`src/rtl/if_fetch_stage_if.sv`:
```
// Instruction-memory fetch handshake.
//   imem_req   : fetch request, driven by the fetch stage
//   imem_addr  : byte address of the fetch, driven by the fetch stage
//   imem_ack   : memory has valid imem_rdata this cycle
//   imem_rdata : fetched instruction, valid only with imem_ack
// master = fetch stage, slave = instruction memory.
interface if_fetch_stage_if;
    logic        imem_req;
    logic [12:0] imem_addr;
    logic        imem_ack;
    logic [31:0] imem_rdata;

    modport master (
        output imem_req,
        output imem_addr,
        input  imem_ack,
        input  imem_rdata
    );

    modport slave (
        input  imem_req,
        input  imem_addr,
        output imem_ack,
        output imem_rdata
    );
endinterface

```
`src/rtl/if_fetch_stage.sv`:
```
// Instruction-fetch stage. Owns the PC and drives the instruction-memory
// handshake. It feeds IF/ID with the instruction and PC+4, and produces
// the IF/ID load enable (hold) and clear (IF_flush).
// Ports:
//   clk, rst_n      : clock, asynchronous active-low reset
//   stall           : hazard unit freeze of PC and IF/ID
//   redirect        : branch/jump pulse from ID, with redirect_target
//   imem            : memory handshake (master side)
//   instruc_out     : instruction to IF/ID
//   PC_plus_4_out   : pc+4 to IF/ID
//   hold            : IF/ID load enable
//   IF_flush        : IF/ID clear
module if_fetch_stage #(
    parameter logic [12:0] RESET_PC = 13'h0000
) (
    input  logic                     clk,
    input  logic                     rst_n,
    input  logic                     stall,
    input  logic                     redirect,
    input  logic [12:0]              redirect_target,
    if_fetch_stage_if.master         imem,
    output logic [31:0]              instruc_out,
    output logic [12:0]              PC_plus_4_out,
    output logic                     hold,
    output logic                     IF_flush
);

    typedef enum logic [1:0] {IDLE, REQ, HOLD, DROP} state_t;

    state_t      state, state_d;
    logic [12:0] pc, pc_d;
    logic [31:0] ibuf, ibuf_d;
    logic [12:0] tgt_r, tgt_d;
    logic [12:0] tgt_in;
    logic [12:0] pc_inc;

    assign tgt_in = redirect_target & ~13'd3;
    assign pc_inc = pc + 13'd4;

    always_ff @(posedge clk or negedge rst_n) begin
        if (!rst_n) begin
            state <= IDLE;
            pc    <= RESET_PC;
            ibuf  <= '0;
            tgt_r <= '0;
        end else begin
            state <= state_d;
            pc    <= pc_d;
            ibuf  <= ibuf_d;
            tgt_r <= tgt_d;
        end
    end

    always_comb begin
        state_d  = state;
        pc_d     = pc;
        ibuf_d   = ibuf;
        tgt_d    = tgt_r;
        hold     = 1'b0;
        IF_flush = 1'b0;
        case (state)
            IDLE: state_d = REQ;
            REQ: begin
                IF_flush = redirect;
                if (imem.imem_ack) begin
                    if (redirect) begin
                        pc_d = tgt_in;
                    end else if (stall) begin
                        ibuf_d  = imem.imem_rdata;
                        state_d = HOLD;
                    end else begin
                        hold = 1'b1;
                        pc_d = pc_inc;
                    end
                end else if (redirect) begin
                    // Request still outstanding: remember target, keep address.
                    tgt_d   = tgt_in;
                    state_d = DROP;
                end
            end
            HOLD: begin
                IF_flush = redirect;
                if (redirect) begin
                    pc_d    = tgt_in;
                    state_d = REQ;
                end else if (!stall) begin
                    hold    = 1'b1;
                    pc_d    = pc_inc;
                    state_d = REQ;
                end
            end
            DROP: begin
                IF_flush = redirect;
                if (redirect) tgt_d = tgt_in;
                if (imem.imem_ack) begin
                    pc_d    = redirect ? tgt_in : tgt_r;
                    state_d = REQ;
                end
            end
            default: state_d = IDLE;
        endcase
    end

    assign imem.imem_req  = (state == REQ) || (state == DROP);
    assign imem.imem_addr = pc;
    assign PC_plus_4_out  = pc_inc;
    assign instruc_out    = (state == HOLD) ? ibuf : imem.imem_rdata;

endmodule

```
`src/flat_wrapper.sv`:
```
// flat-port wrapper written by rule: the top's interface ports become plain ports
module if_fetch_stage_flat 
#(
    parameter logic [12:0] RESET_PC = 13'h0000
)
  (clk, rst_n, stall, redirect, redirect_target, instruc_out, PC_plus_4_out, hold, IF_flush, imem_imem_req, imem_imem_addr, imem_imem_ack, imem_imem_rdata);
  if_fetch_stage_if imem_i ();
  input  logic clk;
  input  logic rst_n;
  input  logic stall;
  input  logic redirect;
  input  logic [12:0] redirect_target;
  output logic [31:0] instruc_out;
  output logic [12:0] PC_plus_4_out;
  output logic hold;
  output logic IF_flush;
  output wire logic [$bits(imem_i.imem_req)-1:0] imem_imem_req;
  output wire logic [$bits(imem_i.imem_addr)-1:0] imem_imem_addr;
  input wire logic [$bits(imem_i.imem_ack)-1:0] imem_imem_ack;
  input wire logic [$bits(imem_i.imem_rdata)-1:0] imem_imem_rdata;
  assign imem_imem_req = imem_i.imem_req;
  assign imem_imem_addr = imem_i.imem_addr;
  assign imem_i.imem_ack = imem_imem_ack;
  assign imem_i.imem_rdata = imem_imem_rdata;
  if_fetch_stage #(.RESET_PC(RESET_PC)) u_core (.clk(clk), .rst_n(rst_n), .stall(stall), .redirect(redirect), .redirect_target(redirect_target), .imem(imem_i), .instruc_out(instruc_out), .PC_plus_4_out(PC_plus_4_out), .hold(hold), .IF_flush(IF_flush));
endmodule
```
`config.mk`:
```
export PLATFORM = sky130hd
export DESIGN_NAME = if_fetch_stage_flat
export DESIGN_NICKNAME = d
export VERILOG_FILES = /design/src/rtl/if_fetch_stage_if.sv /design/src/rtl/if_fetch_stage.sv /design/src/flat_wrapper.sv
export SDC_FILE = /design/constraint.sdc
export NUM_CORES = 1
export LEC_CHECK = 0
export CORE_MARGIN = 4
export CORE_UTILIZATION = 35
export CTS_CLUSTER_DIAMETER = 120
export DETAILED_ROUTE_END_ITERATION = 10
export GPL_TIMING_DRIVEN = 0
export PLACE_DENSITY = 0.64
export SYNTH_ARGS = -nofsm -noshare
export SYNTH_HDL_FRONTEND = slang
export SYNTH_SLANG_ARGS = --single-unit
```
`constraint.sdc`:
```
create_clock -name clk -period 2.5 [get_ports clk]
set_clock_uncertainty 0.05 [all_clocks]
set_input_delay 0.375 -clock clk [delete_from_list [all_inputs] [get_ports clk]]
set_output_delay 0.375 -clock clk [all_outputs]
set_load 0.03 [all_outputs]
```
Word-level counts from Yosys, hierarchy flattened:

Cells that the tools add are included.

* output and inout bits: 61
* bits in registers: 60

* $add $sub $neg: 1
* equal/unequal tests: 10
* reduce and logical (&&, ||, !) cells: 9
* bitwise operators: 1
* multiplexer cells: 22

Operators by type and width (count)
* 2-to-1 mux 13 bit: 6
* case mux 13 bit (3 select lines): 1
* 2-to-1 mux 32 bit: 1
* case mux 13 bit (2 select lines): 1
* 2-to-1 mux 2 bit: 7
* adder 13 x 3 -> 13 bit, second input constant: 1
* inequality test 3 bit, second input constant: 4
* case mux 2 bit (4 select lines): 1
* inequality test 2 bit, second input constant: 3
* AND reduction 5 bit: 1
* == test 2 bit, second input constant: 2
* 2-to-1 mux 1 bit: 4
* AND reduction 4 bit: 1
* AND reduction 3 bit: 1
* nonzero test 3 bit: 1
* OR reduction 3 bit: 1
* == test 2 x 1 -> 1 bit, second input constant: 1
* zero test 2 bit: 1
* case mux 1 bit (2 select lines): 1
* AND reduction 2 bit: 1
* nonzero test 2 bit: 1
* logical OR 1 bit: 1
* NOT 1 bit: 1

Depth between registers and ports, before layout:

* depth after elaboration: 5
* mapped depth: 7

Worst setup path after synthesis:

OpenSTA, ideal clock, no wires.

* path kind: register -> output
* start point: register u_core.state[0]
* end point: output port hold
* buffers on the path: 2
* stages on the path, launching flop included: 7
* required time: 2.075 ns
* path slack: -0.112 ns
* arrival: 2.187 ns
* path through: dfrtp_1 > inv_1 > ha_1 > clkbuf_1 > buf_2 > a21oi_1 > nor4b_1

* word-level cells in the longest chain between the ends: 2
* elaborated cells between the ends (all ways): 3

Ends and longest elaborated chain
* start: declaration: RTL line if_fetch_stage.sv:30 `state_t state, state_d;`
* start signal: assignment: RTL line if_fetch_stage.sv:47 `state <= state_d;`
* == test 2 bit / == test 2 x 1 -> 1 bit (equally long branches): RTL line if_fetch_stage.sv:61 `case (state)`
* case mux 1 bit (2 select lines) *: RTL line if_fetch_stage.sv:61
* end: declaration: RTL line flat_wrapper.sv:15 `output logic hold;`

Mark *: on every way between the ends. The rest lies on a longest branch, timed or not.

Worst setup path after layout:

* start point: register u_core.state[0]
* end point: output port instruc_out[26]

* word-level cells in the longest chain between the ends: 2

Ends and longest elaborated chain
* == test 2 bit: RTL line if_fetch_stage.sv:107 `assign instruc_out = (state == HOLD) ? ibuf : imem.imem_rdata;`
* 2-to-1 mux 32 bit: RTL line if_fetch_stage.sv:107
* end: declaration: RTL line flat_wrapper.sv:13 `output logic [31:0] instruc_out;`

Every way passes these cells.

==> impl_summary.md <==
Timing
The final clock period utilization by the worst path is 96.79%. The number of setup violations in the final report is 0. The worst path meets setup with 0.08030 ns of slack. The routed design could run at a clock period as short as 2.420 ns. The worst slew slack as a fraction of its limit is 48.75%. The post-route worst hold slack is 0.06996 ns. Based on the critical path, the design can be clocked at up to 0.4133 GHz.

The hold violation total from the final report is 0. The count of final max-slew check failures came to 0. The slew at the pin closest to its max-slew limit is 0.7688 ns.

Routing
The routed layout has 2708 vias. In the final routed layout, each cell accounts on average for 16.16 um. Dividing the detail-routed via count by the number of cells gives 5.188. The pre-antenna-repair detailed-routing pass consisted of 4 iterations. The detailed router's first-iteration violation count is 43. The count of nets left with antenna violations once routing finished came out at 0. The wire length reported by the detailed router is 8434 um. In the routed design, unresolved DRC markers number 0.

Setup path
The signal on the critical path passes through inv_1 > ha_4 > buf_6 > mux2_2 > dlygate4sd2_1. In this design, the stage delay of the slowest critical-path cell is 0.44 ns. The critical path contains buffers and inverters numbering 3 combined. The source of the worst register-to-register timing path is u_core.state[0]$_DFFE_PN0P_. The cell count of the worst reg-to-reg path is 7.

The minimum setup slack among reg-to-reg paths is 0.34 ns. The startpoint of the most critical setup path is u_core.state[0]$_DFFE_PN0P_. STA classifies the critical path startpoint as a register. The critical path crosses 5 cells after its start point. The worst setup path is of the reg -> out kind. The worst setup path is captured at an output port. The worst register-to-register path ends at u_core.tgt_r[2]$_DFFE_PN0P_.

Grouping stages by cell kind, the critical path spends the most delay in buffers and inverters. Data on the critical path is required at its endpoint by 2.08 ns. Data arrives at the worst endpoint at 1.99 ns.

The critical path's slowest cell is sky130_fd_sc_hd__dfrtp_1. In this run the worst path has a maximum fanout of 10. The capture point of the critical path is instruc_out[26].

CTS
The count of hold-fix buffers inserted at cts is 0. Counting the buffers created by CTS gives 9. The clock-pin slew on the worst setup and hold paths is 0.07 ns. TritonCTS built the clock tree. The number of H-tree levels is 3. The cell sitting at the root of the clock tree is a sky130_fd_sc_hd__clkbuf_8. The clock tree buffer depth is 2.

At the later pin of the worst-skew pair, clock insertion delay measures 0.33 ns. Clock tree synthesis found a total of 60 sinks.

Layout
The area growth from synthesis to layout is 42.13%. Measured on the finished design, the core utilization comes to 50.63%. The post-route standard cell area excluding fillers is 4656 sq um. The flip-flop and latch area is 1504 sq um. The number of non-filler instances in the completed layout is 522. After filler insertion, the fill cell instance count of the layout stands at 886.

Leaving out fill and tap cells, the most frequent cell in the layout is sky130_fd_sc_hd__mux2_2. The layout net count is 461. The library cells used most frequently in the layout, excluding fill and tap cells, are sky130_fd_sc_hd__mux2_2 (75), sky130_fd_sc_hd__clkdlybuf4s50_1 (63), sky130_fd_sc_hd__dfrtp_1 (58). The number of antenna diodes in the final layout is 0. The area occupied by multi-input gates is 1672 sq um.

In the final layout, the share of cells above drive strength 1 is 35.04%.

Synthesis
After synthesis, the share of flip-flops with an asynchronous set or reset is 100.0%. The Yosys warning count is 0. Ranked by total cell area, the synthesized netlist is headed by sky130_fd_sc_hd__dfrtp_1 (46%), sky130_fd_sc_hd__mux2_2 (26%), sky130_fd_sc_hd__o21ai_0 (2.4%). The mean cell area of the mapped netlist is 11.37 sq um. The post-synthesis sequential area ratio is 45.84%.

The synthesized area is 3276 sq um. The count of flip-flops with a built-in enable after synthesis is 0. The post-synthesis sequential element count is 60. Synthesis produced a netlist with a net count of 343.

Synthesis instantiated 43 different standard cells from the library. The biggest area contributor in the post-synthesis netlist is sky130_fd_sc_hd__dfrtp_1. After synthesis, the largest area contributor takes up 45.84% of total cell area. The instance count of the mapped netlist is 288. In the synthesized netlist the dominant register cell turns out to be sky130_fd_sc_hd__dfrtp_1.

Min path
The type of the tightest min-delay check is in -> async.

Flow run
The max-capacitance violation count is 0.

Floorplanning
The site row count is 35. The I/O pin total is 111. The initial utilization of the core area, before any placement, comes to 35.62%.

The total area inside the core boundary comes to 9196 sq um. The floorplan step set the die width to 104.7 um. The floorplan step defined a die boundary enclosing 10970 sq um. The die height is 104.7 um.

Global route
The number of global-route vias before repair is 2815. The all-layer global routing usage is 15.94%. The initial antenna violation count is 0. The largest net degree at the start of global routing is 61. The leftover overflow at the end of global routing is 0. The first global-routing pass estimated 14150 um of wire.

Outcome
The flow ran to the end, and the final reports show no timing, DRC or antenna violations.

Place
Timing analysis after detailed placement gives a worst setup slack of -0.4161 ns. The HPWL after detailed placement is 6198 um. The standard cell area after detailed placement is 4479 sq um. Routability-driven placement finished with a final weighted congestion of 0.8284. Including well taps, the total number of placed cells is 505. In this run the tool buffered the top-level ports with 106 buffer cells.

Power
In this run the static leakage power is 2.023 nW. The worst IR drop on VDD is 0.3914 mV. The total power per unit cell area is 1181 nW/um^2.
## report_power, final
group | switching [W] | internal, W | total, W | leakage (nW)
clock | 0.000403 | 0.000593 | 0.000996 | 0.106
sequential | 0.000346 | 0.00143 | 0.00178 | 0.722
combinational | 0.00148 | 0.00125 | 0.00273 | 1.19
## cells by family (layout without fill, tap and decap cells)
kind of cell | count (synthesis) | after routing | synth area share, %
xor gates and xnor gates | 9 | 9 | 2.407
AOI/OAI and AO/OA | 47 | 47 | 9.283
DFF | 60 | 60 | 45.84
and+or+nand+nor | 63 | 63 | 9.664
buffers and inverters | 26 | 149 | 4.049
muxes | 78 | 78 | 26.85
adders and majority gates | 5 | 5 | 1.910
## registers in the layout, indices dropped and copies added, names as in the netlist
register	flops
u_core.imem.imem_addr	13
u_core.tgt_r	13
u_core.ibuf	32
u_core.state	2
## metal layers
metal | track usage, % | part of all wire [%]
met5 | 0 | 0
met4 | 4.405 | 0.96
met3 | 7.165 | 9.3
met2 | 24.98 | 46
met1 | 19.90 | 44
## cell type report
cell class                      count  area share (%)
Buffer                             17           2.526
Clock buffer                       11           3.037
Clock inverter                      5           1.801
Inverter                            7          0.5644
Multi-Input combinational cell    202           35.90
Sequential cell                    60           32.30
Tap cell                          111           2.983
Timing Repair Buffer              109           20.88
## synthesized netlist by cell type, types with 3 or more instances
cell type,number
sky130_fd_sc_hd__clkbuf_1,4
sky130_fd_sc_hd__ha_1,5
sky130_fd_sc_hd__dfrtp_1,60
sky130_fd_sc_hd__nand2_1,16
sky130_fd_sc_hd__o2bb2ai_1,3
sky130_fd_sc_hd__o21ai_0,16
sky130_fd_sc_hd__nand3_1,10
sky130_fd_sc_hd__nor3_1,6
sky130_fd_sc_hd__xor2_1,6
sky130_fd_sc_hd__nand2b_1,3
sky130_fd_sc_hd__xnor2_1,3
sky130_fd_sc_hd__inv_1,7
sky130_fd_sc_hd__mux2_2,75
sky130_fd_sc_hd__and3_1,10
sky130_fd_sc_hd__and2_1,3
sky130_fd_sc_hd__buf_2,10
sky130_fd_sc_hd__nor2_1,9
sky130_fd_sc_hd__a21oi_1,8
## how the worst min path moves through the flow
stage                                      startpoint                                     to  slack [ns]  depth (start not counted)
after floorplan                                 rst_n             u_core.ibuf[0]$_DFFE_PN0P_        0.03                          0
after global placement    u_core.tgt_r[1]$_DFFE_PN0P_            u_core.tgt_r[1]$_DFFE_PN0P_        0.42                          1
after detailed placement  u_core.tgt_r[1]$_DFFE_PN0P_            u_core.tgt_r[1]$_DFFE_PN0P_        0.42                          1
after CTS                                       rst_n  u_core.imem.imem_addr[11]$_DFFE_PN0P_        0.09                          1
after global routing                            rst_n            u_core.tgt_r[3]$_DFFE_PN0P_        0.13                          1
final                                           rst_n           u_core.tgt_r[11]$_DFFE_PN0P_        0.07                          1
## repair_timing
action,CTS,global route
buffers inserted,0,3
endpoints found under the setup margin,41,33
resized for setup,67,51
cloned,0,0
pin swaps,0,0
## worst reg2reg max path: stages, from the launching register on
cell	delay, ns
sky130_fd_sc_hd__dfrtp_1	0.44
sky130_fd_sc_hd__ha_1	0.25
sky130_fd_sc_hd__buf_2	0.25
sky130_fd_sc_hd__nand2b_1	0.11
sky130_fd_sc_hd__o21ai_0	0.09
sky130_fd_sc_hd__nand2_1	0.18
sky130_fd_sc_hd__buf_2	0.30
sky130_fd_sc_hd__mux2_2	0.37
## stage by stage
step	setup TNS, ns	total power [W]
4_1_cts	0	0.005558
6_report	0	0.005499
3_3_place_gp	-76.49	0.004542
3_5_place_dp	-8.972	0.004621
5_1_grt	-0.01178	0.005861
2_1_floorplan	0	0.003580
Power figures use the tool's default switching activity.
